<file path="config.mk">
export PLATFORM = sky130hd
export DESIGN_NAME = scpu_fetch_unit
export DESIGN_NICKNAME = d
export VERILOG_FILES = /design/src/rtl/scpu_fetch_pkg.sv /design/src/rtl/scpu_next_pc.sv /design/src/rtl/scpu_fetch_unit.sv
export SDC_FILE = /design/constraint.sdc
export NUM_CORES = 1
export LEC_CHECK = 0
export ABC_AREA = 1
export ABC_CLOCK_PERIOD_IN_PS = 6000
export CAP_MARGIN = 20
export CORE_AREA = 4 4 126 128
export DETAILED_ROUTE_END_ITERATION = 6
export DIE_AREA = 0 0 130 132
export PLACE_DENSITY = 0.88
export SLEW_MARGIN = 20
export SYNTH_ARGS = -nofsm -noshare
export SYNTH_HDL_FRONTEND = slang
export SYNTH_SLANG_ARGS = --single-unit
</file>
<file path="constraint.sdc">
create_clock -name clk -period 6 [get_ports clk]
set_clock_uncertainty 0.2 [all_clocks]
set_input_delay 1.2 -clock clk [delete_from_list [all_inputs] [get_ports clk]]
set_output_delay 1.2 -clock clk [all_outputs]
set_load 0.02 [all_outputs]
</file>
<file path="src/rtl/scpu_fetch_pkg.sv">
`default_nettype none
// ============================================================================
// Module      : scpu_fetch_pkg
// Description : Shared types and constants for the SCPU fetch/PC stage:
//               FSM state encoding, Jump encodings, reset NOP word and
//               instruction-field slice helpers used to feed the decoder.
// Revision    : 1.0 - initial release
// ============================================================================
package scpu_fetch_pkg;

    // Fetch-stage FSM state. HALT is reachable only with FETCH_MISALIGN_TRAP_EN.
    typedef enum logic [1:0] {
        IDLE  = 2'd0,
        FETCH = 2'd1,
        EXEC  = 2'd2,
        HALT  = 2'd3
    } fetch_state_t;

    // Jump control encodings driven by the decoder (2'b11 behaves as none).
    localparam logic [1:0] JMP_NONE = 2'b00;
    localparam logic [1:0] JMP_JAL  = 2'b01;
    localparam logic [1:0] JMP_JALR = 2'b10;

    // addi x0,x0,0 - loaded into the IR on reset so the decoder sees a NOP.
    localparam logic [31:0] NOP_INST = 32'h0000_0013;

    // Major opcode without the always-11 low bits.
    function automatic logic [4:0] inst_opcode(input logic [31:0] inst);
        return inst[6:2];
    endfunction

    // funct3 field.
    function automatic logic [2:0] inst_fun3(input logic [31:0] inst);
        return inst[14:12];
    endfunction

    // The only funct7 bit the decoder needs (add/sub, srl/sra).
    function automatic logic inst_fun7(input logic [31:0] inst);
        return inst[30];
    endfunction

endpackage : scpu_fetch_pkg
`default_nettype wire

</file>
<file path="src/rtl/scpu_next_pc.sv">
`default_nettype none
// ============================================================================
// Module      : scpu_next_pc
// Description : Purely combinational next-PC selection. Priority is
//               jal > jalr > taken conditional branch > sequential pc+4.
//               All additions wrap modulo 2^32.
// Revision    : 1.0 - initial release
// ============================================================================
module scpu_next_pc (
    input  logic [31:0] pc,
    input  logic [31:0] imm,
    input  logic [31:0] alu_res,
    input  logic [1:0]  Jump,
    input  logic        Branch,
    input  logic        BranchN,
    input  logic        zero,
    output logic [31:0] next_pc
);
    import scpu_fetch_pkg::*;

    logic [31:0] w_pc_plus4;
    logic [31:0] w_pc_plus_imm;
    logic [31:0] w_jalr_target;
    logic        w_branch_taken;

    assign w_pc_plus4     = pc + 32'd4;
    assign w_pc_plus_imm  = pc + imm;
    // jalr clears bit 0 of the computed target.
    assign w_jalr_target  = alu_res & ~32'h0000_0001;
    // beq takes on zero, bne takes on not-zero.
    assign w_branch_taken = Branch && (zero ^ BranchN);

    // Select the target; the reserved Jump code falls through to branch/sequential.
    always_comb begin
        next_pc = w_pc_plus4;
        case (Jump)
            JMP_JAL:  next_pc = w_pc_plus_imm;
            JMP_JALR: next_pc = w_jalr_target;
            default: begin
                if (w_branch_taken) begin
                    next_pc = w_pc_plus_imm;
                end
            end
        endcase
    end

endmodule : scpu_next_pc
`default_nettype wire

</file>
<file path="src/rtl/scpu_fetch_unit.sv">
`default_nettype none
// ============================================================================
// Module      : scpu_fetch_unit
// Description : Instruction-fetch / PC stage for the single-cycle SCPU.
//               Holds PC and IR, fetches over an IMEM req/ack handshake,
//               presents decode slices and advances the PC when the
//               datapath signals ex_done.
//               Optional macro FETCH_MISALIGN_TRAP_EN: a misaligned next PC
//               sends the FSM to HALT and raises the extra misalign output;
//               without it the low two PC bits are forced to zero.
// Revision    : 1.0 - initial release
// ============================================================================
module scpu_fetch_unit #(
    parameter logic [31:0] RESET_PC = 32'h0000_0000,
    parameter logic [31:0] NOP_INST = scpu_fetch_pkg::NOP_INST
) (
    input  logic        clk,
    input  logic        rst,
    output logic        imem_req,
    output logic [31:0] imem_addr,
    input  logic        imem_ack,
    input  logic [31:0] imem_rdata,
    input  logic [1:0]  Jump,
    input  logic        Branch,
    input  logic        BranchN,
    input  logic        zero,
    input  logic [31:0] imm,
    input  logic [31:0] alu_res,
    input  logic        ex_done,
`ifdef FETCH_MISALIGN_TRAP_EN
    output logic        misalign,
`endif
    output logic [31:0] inst,
    output logic        inst_valid,
    output logic [31:0] pc,
    output logic [31:0] pc_plus4,
    output logic [4:0]  OPcode,
    output logic [2:0]  Fun3,
    output logic        Fun7
);
    import scpu_fetch_pkg::*;

    fetch_state_t r_state;
    fetch_state_t w_state_next;
    logic [31:0]  r_pc;
    logic [31:0]  r_inst;
    logic [31:0]  w_next_pc_raw;
    logic [31:0]  w_next_pc;
    logic         w_misaligned;
    logic         w_pc_load;
    logic         w_ir_load;

    scpu_next_pc u_next_pc (
        .pc      (r_pc),
        .imm     (imm),
        .alu_res (alu_res),
        .Jump    (Jump),
        .Branch  (Branch),
        .BranchN (BranchN),
        .zero    (zero),
        .next_pc (w_next_pc_raw)
    );

`ifdef FETCH_MISALIGN_TRAP_EN
    // Keep the faulting target so software/debug can see where it went wrong.
    assign w_misaligned = (w_next_pc_raw[1:0] != 2'b00);
    assign w_next_pc    = w_next_pc_raw;
    assign misalign     = (r_state == HALT);
`else
    // Without the trap the PC is kept word aligned unconditionally.
    assign w_misaligned = 1'b0;
    assign w_next_pc    = w_next_pc_raw & ~32'h0000_0003;
`endif

    // FSM state register; reset dominates every state and input.
    always_ff @(posedge clk) begin
        if (rst) begin
            r_state <= IDLE;
        end else begin
            r_state <= w_state_next;
        end
    end

    // Next-state and handshake outputs; ack/ex_done only matter in their own state.
    always_comb begin
        w_state_next = r_state;
        w_pc_load    = 1'b0;
        w_ir_load    = 1'b0;
        imem_req     = 1'b0;
        inst_valid   = 1'b0;
        case (r_state)
            IDLE: begin
                w_state_next = FETCH;
            end
            FETCH: begin
                imem_req = 1'b1;
                if (imem_ack) begin
                    w_ir_load    = 1'b1;
                    w_state_next = EXEC;
                end
            end
            EXEC: begin
                inst_valid = 1'b1;
                if (ex_done) begin
                    w_pc_load    = 1'b1;
                    w_state_next = w_misaligned ? HALT : FETCH;
                end
            end
            HALT: begin
                w_state_next = HALT;
            end
            default: begin
                w_state_next = IDLE;
            end
        endcase
    end

    // Program counter: advances only when the current instruction retires.
    always_ff @(posedge clk) begin
        if (rst) begin
            r_pc <= RESET_PC;
        end else if (w_pc_load) begin
            r_pc <= w_next_pc;
        end
    end

    // Instruction register: captured on the req&&ack edge, otherwise held.
    always_ff @(posedge clk) begin
        if (rst) begin
            r_inst <= NOP_INST;
        end else if (w_ir_load) begin
            r_inst <= imem_rdata;
        end
    end

    assign imem_addr = r_pc;
    assign pc        = r_pc;
    assign pc_plus4  = r_pc + 32'd4;
    assign inst      = r_inst;
    assign OPcode    = inst_opcode(r_inst);
    assign Fun3      = inst_fun3(r_inst);
    assign Fun7      = inst_fun7(r_inst);

endmodule : scpu_fetch_unit
`default_nettype wire
</file>
# After elaboration in Yosys (flattened, before gate mapping)
# Index checks and enable logic that the tools add are counted.
# totals
output_inout_bits	139
register_bits	64
romBits	0
n_memories	0
latchBits	0
ram_bits	0
word_cells	27
# classes
bitwise	1
n_eq_ne	7
n_mux	11
n_div	0
n_reduce_logical	3
shifts	0
n_lt_le_gt_ge	0
n_addsub	2
multipliers	0
# ops
operator	n
32-bit one-hot mux with 2 select lines	1
32-bit by 3-bit adder with 32-bit output, second input constant	1
32-bit adder	1
32-bit two-way mux	1
2-bit one-hot mux with 4 select lines	1
2-bit == test, second input constant	3
1-bit two-way mux	6
2-bit by 1-bit == test with 1-bit output, second input constant	2
2-bit two-way mux	2
2-bit inequality test, second input constant	2
2-bit zero test	1
2-bit AND reduction	1
1-bit logical AND	1
1-bit XOR	1

# Logic depth before layout (Yosys ltp)
# logic_depth
word_depth	4
depth_mapped	18

# Hierarchy
# A second synthesis with hierarchy kept.
# unflattened
hier_cells	1388
hier_area_um2	7667.4
# by_module_without_submodules
mod	cells_each	seq_area_each_um2	area_each_um2	n_inst
scpu_next_pc	898	0.0	4266.6	1
scpu_fetch_unit	490	1281.2	3400.8	1

# Least setup slack after synthesis
# Ideal clock, no wire load.
# synth_timing
kind	register to output
start	register r_pc[2] (netlist: imem_addr[2])
end	output pc_plus4[16]
slack_ps	2860
stages_incl_launch_ff	7
arrival_ps	1740
t_required_ps	4600
n_path_buf	0
path_cell_list	dfxtp_1 ha_1 nand3_2 nor2_2 inv_1 nor2_1 xor2_1
# synth_between
elab_chain_len	1
# synth_lines
item	line_no	rtl
start, declared	scpu_fetch_unit.sv:45	logic [31:0] r_pc;
start signal, assigned	scpu_fetch_unit.sv:123	r_pc <= w_next_pc;
32-bit by 3-bit adder with 32-bit output	scpu_fetch_unit.sv:138	assign pc_plus4 = r_pc + 32'd4;
end, declared	scpu_fetch_unit.sv:36	output logic [31:0] pc_plus4,
# Every way passes these cells.

# Worst setup path after layout
# layout_timing
start	register r_pc[2] (netlist: imem_addr[2])
end	output pc_plus4[18]
# Same word-level chain as after synthesis.

==> impl_metrics.sql <==
INSERT INTO impl_metrics (metric_group, metric, value, unit) VALUES
('layout', 'nets', '1487', ''),
('detailed_routing', 'routed-via-count', '8204', ''),
('die', 'rows', '45', ''),
('critical_path', 'critical_path.max_fanout', '9', ''),
('synth', 'synth.most_common_cell', 'sky130_fd_sc_hd__nand2_1', ''),
('clocking', 'cts_htree_levels', '3', ''),
('clocking', 'cts_setup_buffers', '0', ''),
('critical_path', 'timing_worst_setup_path_type', 'reg -> out', ''),
('synth', 'synth_top_family_by_area', 'simple AND/OR/NAND/NOR gates', ''),
('clocking', 'clock_tree_from_tritoncts', 'yes', ''),
('global_route', 'grt.total_usage', '28.2', '%'),
('die', 'design.die.area', '17200', 'um^2'),
('synth', 'synth_top_cell_area_share', '24.2', '%'),
('critical_path', 'required', '4600', 'ps'),
('timing', 'relative_max_transition_margin', '31.1', '%'),
('pwr', 'total_switching_power', '0.000484', 'W'),
('layout', 'fin_cells', '1542', ''),
('detailed_routing', 'drc_errors', '0', ''),
('detailed_routing', 'drt_wl_total', '25000', 'um'),
('die', 'core_region_area', '14900', 'um^2'),
('clocking', 'cts_resizes', '0', ''),
('detailed_routing', 'vias_per_cell', '5.32', ''),
('clocking', 'clock_tree.buffer_depth', '2', ''),
('global_route', 'grt_pass1_vias', '7478', ''),
('synth', 'sequential_fraction_of_the_synthesis_area', '19.3', '%'),
('critical_path', 'worstSetupEndpointType', 'output pin', ''),
('detailed_routing', 'drtIter0Drc', '906', ''),
('global_route', 'globalRoute.totalOverflow', '0', ''),
('clocking', 'clk-insertion-delay-late', '340', 'ps'),
('global_route', 'global_route_wire_length_before_repair', '38600', 'um'),
('global_route', 'grt_max_degree', '42', ''),
('timing', 'timing.final.crit_share', '72.5', '%'),
('synth', 'synth_top_cell_by_area', 'sky130_fd_sc_hd__nand2_1', ''),
('job', 'drv_cap', '0', ''),
('timing', 'timing.final.max_slew_violations', '0', ''),
('timing', 'number_of_hold_violations_in_the_final_report', '0', ''),
('placement', 'placed_cells_incl_taps', '1526', ''),
('critical_path', 'data_arrival_time_at_the_worst_slack_endpoint', '2950', 'ps'),
('pwr', 'power_frac_seq', '30.8', '%'),
('synth', 'fraction_of_the_mapped_netlist_area_in_compound_gates', '13.0', '%'),
('detailed_routing', 'route.detailed.wl_per_inst', '16.2', 'um'),
('clocking', 'cts_buf_count', '9', ''),
('synth', 'number_of_storage_elements_in_the_synthesis_netlist', '64', ''),
('timing', 'timing.fmax', '230', 'MHz'),
('timing', 'final_setup_violation_count', '0', ''),
('timing', 'unrepaired_setup_endpoints_after_global_routing', 'no', ''),
('pwr', 'internal_power', '0.00104', 'W'),
('layout', 'layout-area-overhead-vs-synth', '37.2', '%'),
('die', 'boundaryPins', '244', ''),
('placement', 'globalplace.congestion', '0.971', ''),
('pwr', 'switching_share', '31.7', '%'),
('detailed_routing', 'route.antenna.remaining_nets', '0', ''),
('synth', 'post_synth_most_frequent_cells', 'sky130_fd_sc_hd__nand2_1 (428), sky130_fd_sc_hd__inv_1 (157), sky130_fd_sc_hd__nand3_1 (90), sky130_fd_sc_hd__a21oi_1 (84), sky130_fd_sc_hd__nor2_1 (71)', ''),
('synth', 'synth-async-reset-ratio', '0', '%'),
('layout', 'diode_count', '0', ''),
('clocking', 'cts_num_sinks', '64', ''),
('pwr', 'power.share.clock', '39.6', '%'),
('clocking', 'postCtsHoldBufs', '0', ''),
('placement', 'io_port_bufs', '233', ''),
('run_status', 'outcome', 'complete, no violations', ''),
('synth', 'yosys.area_share.xor_xnor', '4.19', '%'),
('pwr', 'power.density_cell_area', '167', 'nW/um^2'),
('synth', 'synth_warnings', '0', ''),
('timing', 'tns', '0', 'ps'),
('synth', 'share_of_synthesized_cell_area_in_and_or_nand_and_nor_gates', '40.5', '%'),
('pwr', 'p_leak', '4.28', 'nW'),
('die', 'chipHeight', '132', 'um'),
('synth', 'ys_types', '42', ''),
('synth', 'synth_flop_cell', 'sky130_fd_sc_hd__dfxtp_1', ''),
('pwr', 'irDropWorstVdd', '135', 'uV'),
('global_route', 'grt_antenna_before_repair', '0', '');
-- layer usage --
metal  track usage (%)  wire, um  up-vias
met1              38.0     10100     3657
met2              45.0     11400      474
met3              5.88      2610       62
met4              8.55       849        0
met5                 0         0        -
li1                  -         -     4011
-- registers in the layout, summed over array words and instances (netlist names) --
register,cells
r_state,2
imem_addr,30
inst,32
-- layout make-up --
type / instances / area [um^2]
repair buffers: 240 / 2380
clock buffers: 10 / 229
fillers: 1441 / 5740
multi-input cells: 874 / 4290
clock inverters: 6 / 108
well taps: 188 / 235
flip-flops and latches: 64 / 1280
inverters: 160 / 601
-- through the flow --
stage	utilization, %	cell area [um^2]	setup WS (ps)
3_3_place_gp	59.1	8790	2080
6_report	61.4	9130	1650
2_1_floorplan	-	6670	2860
3_5_place_dp	59.1	8790	1970
4_1_cts	61.4	9130	1670
5_1_grt	61.4	9130	1460
-- critical path: stages (launching register included) --
cell	delay, ps
sky130_fd_sc_hd__dfxtp_1	550
sky130_fd_sc_hd__ha_1	360
sky130_fd_sc_hd__nand3_2	160
sky130_fd_sc_hd__nor2_2	280
sky130_fd_sc_hd__nand2_1	210
sky130_fd_sc_hd__nor3_2	170
sky130_fd_sc_hd__nand3_1	110
sky130_fd_sc_hd__nand2_1	140
sky130_fd_sc_hd__clkdlybuf4s50_1	620
-- cells in the final DEF (no fill, tap or decap), types with 3 or more instances in the layout --
master / instances
sky130_fd_sc_hd__a21oi_1: 84
sky130_fd_sc_hd__a221oi_1: 3
sky130_fd_sc_hd__a22o_1: 6
sky130_fd_sc_hd__a31oi_1: 8
sky130_fd_sc_hd__buf_4: 7
sky130_fd_sc_hd__bufinv_16: 3
sky130_fd_sc_hd__clkbuf_16: 9
sky130_fd_sc_hd__clkdlybuf4s50_1: 233
sky130_fd_sc_hd__conb_1: 6
sky130_fd_sc_hd__dfxtp_1: 64
sky130_fd_sc_hd__ha_1: 32
sky130_fd_sc_hd__inv_1: 157
sky130_fd_sc_hd__nand2_1: 427
sky130_fd_sc_hd__nand2_2: 9
sky130_fd_sc_hd__nand3_1: 90
sky130_fd_sc_hd__nand3b_1: 4
sky130_fd_sc_hd__nand4_1: 5
sky130_fd_sc_hd__nor2_1: 70
sky130_fd_sc_hd__nor2_2: 7
sky130_fd_sc_hd__nor3_1: 17
sky130_fd_sc_hd__nor3_2: 4
sky130_fd_sc_hd__o211ai_1: 3
sky130_fd_sc_hd__o21ai_0: 44
sky130_fd_sc_hd__o21ai_1: 6
sky130_fd_sc_hd__o21bai_1: 4
sky130_fd_sc_hd__xnor2_1: 11
sky130_fd_sc_hd__xor2_1: 19
-- worst paths after layout --
check / end / cells after the start / start / slack, ps
worst max-delay path: pc_plus4[18] / 8 / imem_addr[2] / 1650
worst min-delay path: inst[9] / 2 / inst[9] / 260
worst max register to register: imem_addr[22] / 15 / imem_addr[2] / 2970
worst min register to register: inst[9] / 2 / inst[9] / 260
-- kinds of logic (layout without fill, tap and decap cells) --
kind of cell / Yosys count / in the layout
fa+ha+maj: 33 / 33
compound gates: 160 / 160
buf+inv: 240 / 416
flops: 64 / 64
xor+xnor: 31 / 31
other cells: 1 / 6
simple gates: 644 / 644
-- power by group through the flow --
stage / clock network, W / logic [W] / registers, W
2_1_floorplan: 0 / 0.000248 / 0.000492
3_3_place_gp: 0 / 0.000440 / 0.000478
3_5_place_dp: 0 / 0.000446 / 0.000479
4_1_cts: 0.000605 / 0.000448 / 0.000470
5_1_grt: 0.000628 / 0.000491 / 0.000473
6_report: 0.000606 / 0.000452 / 0.000471
Power figures use the tool's default switching activity.
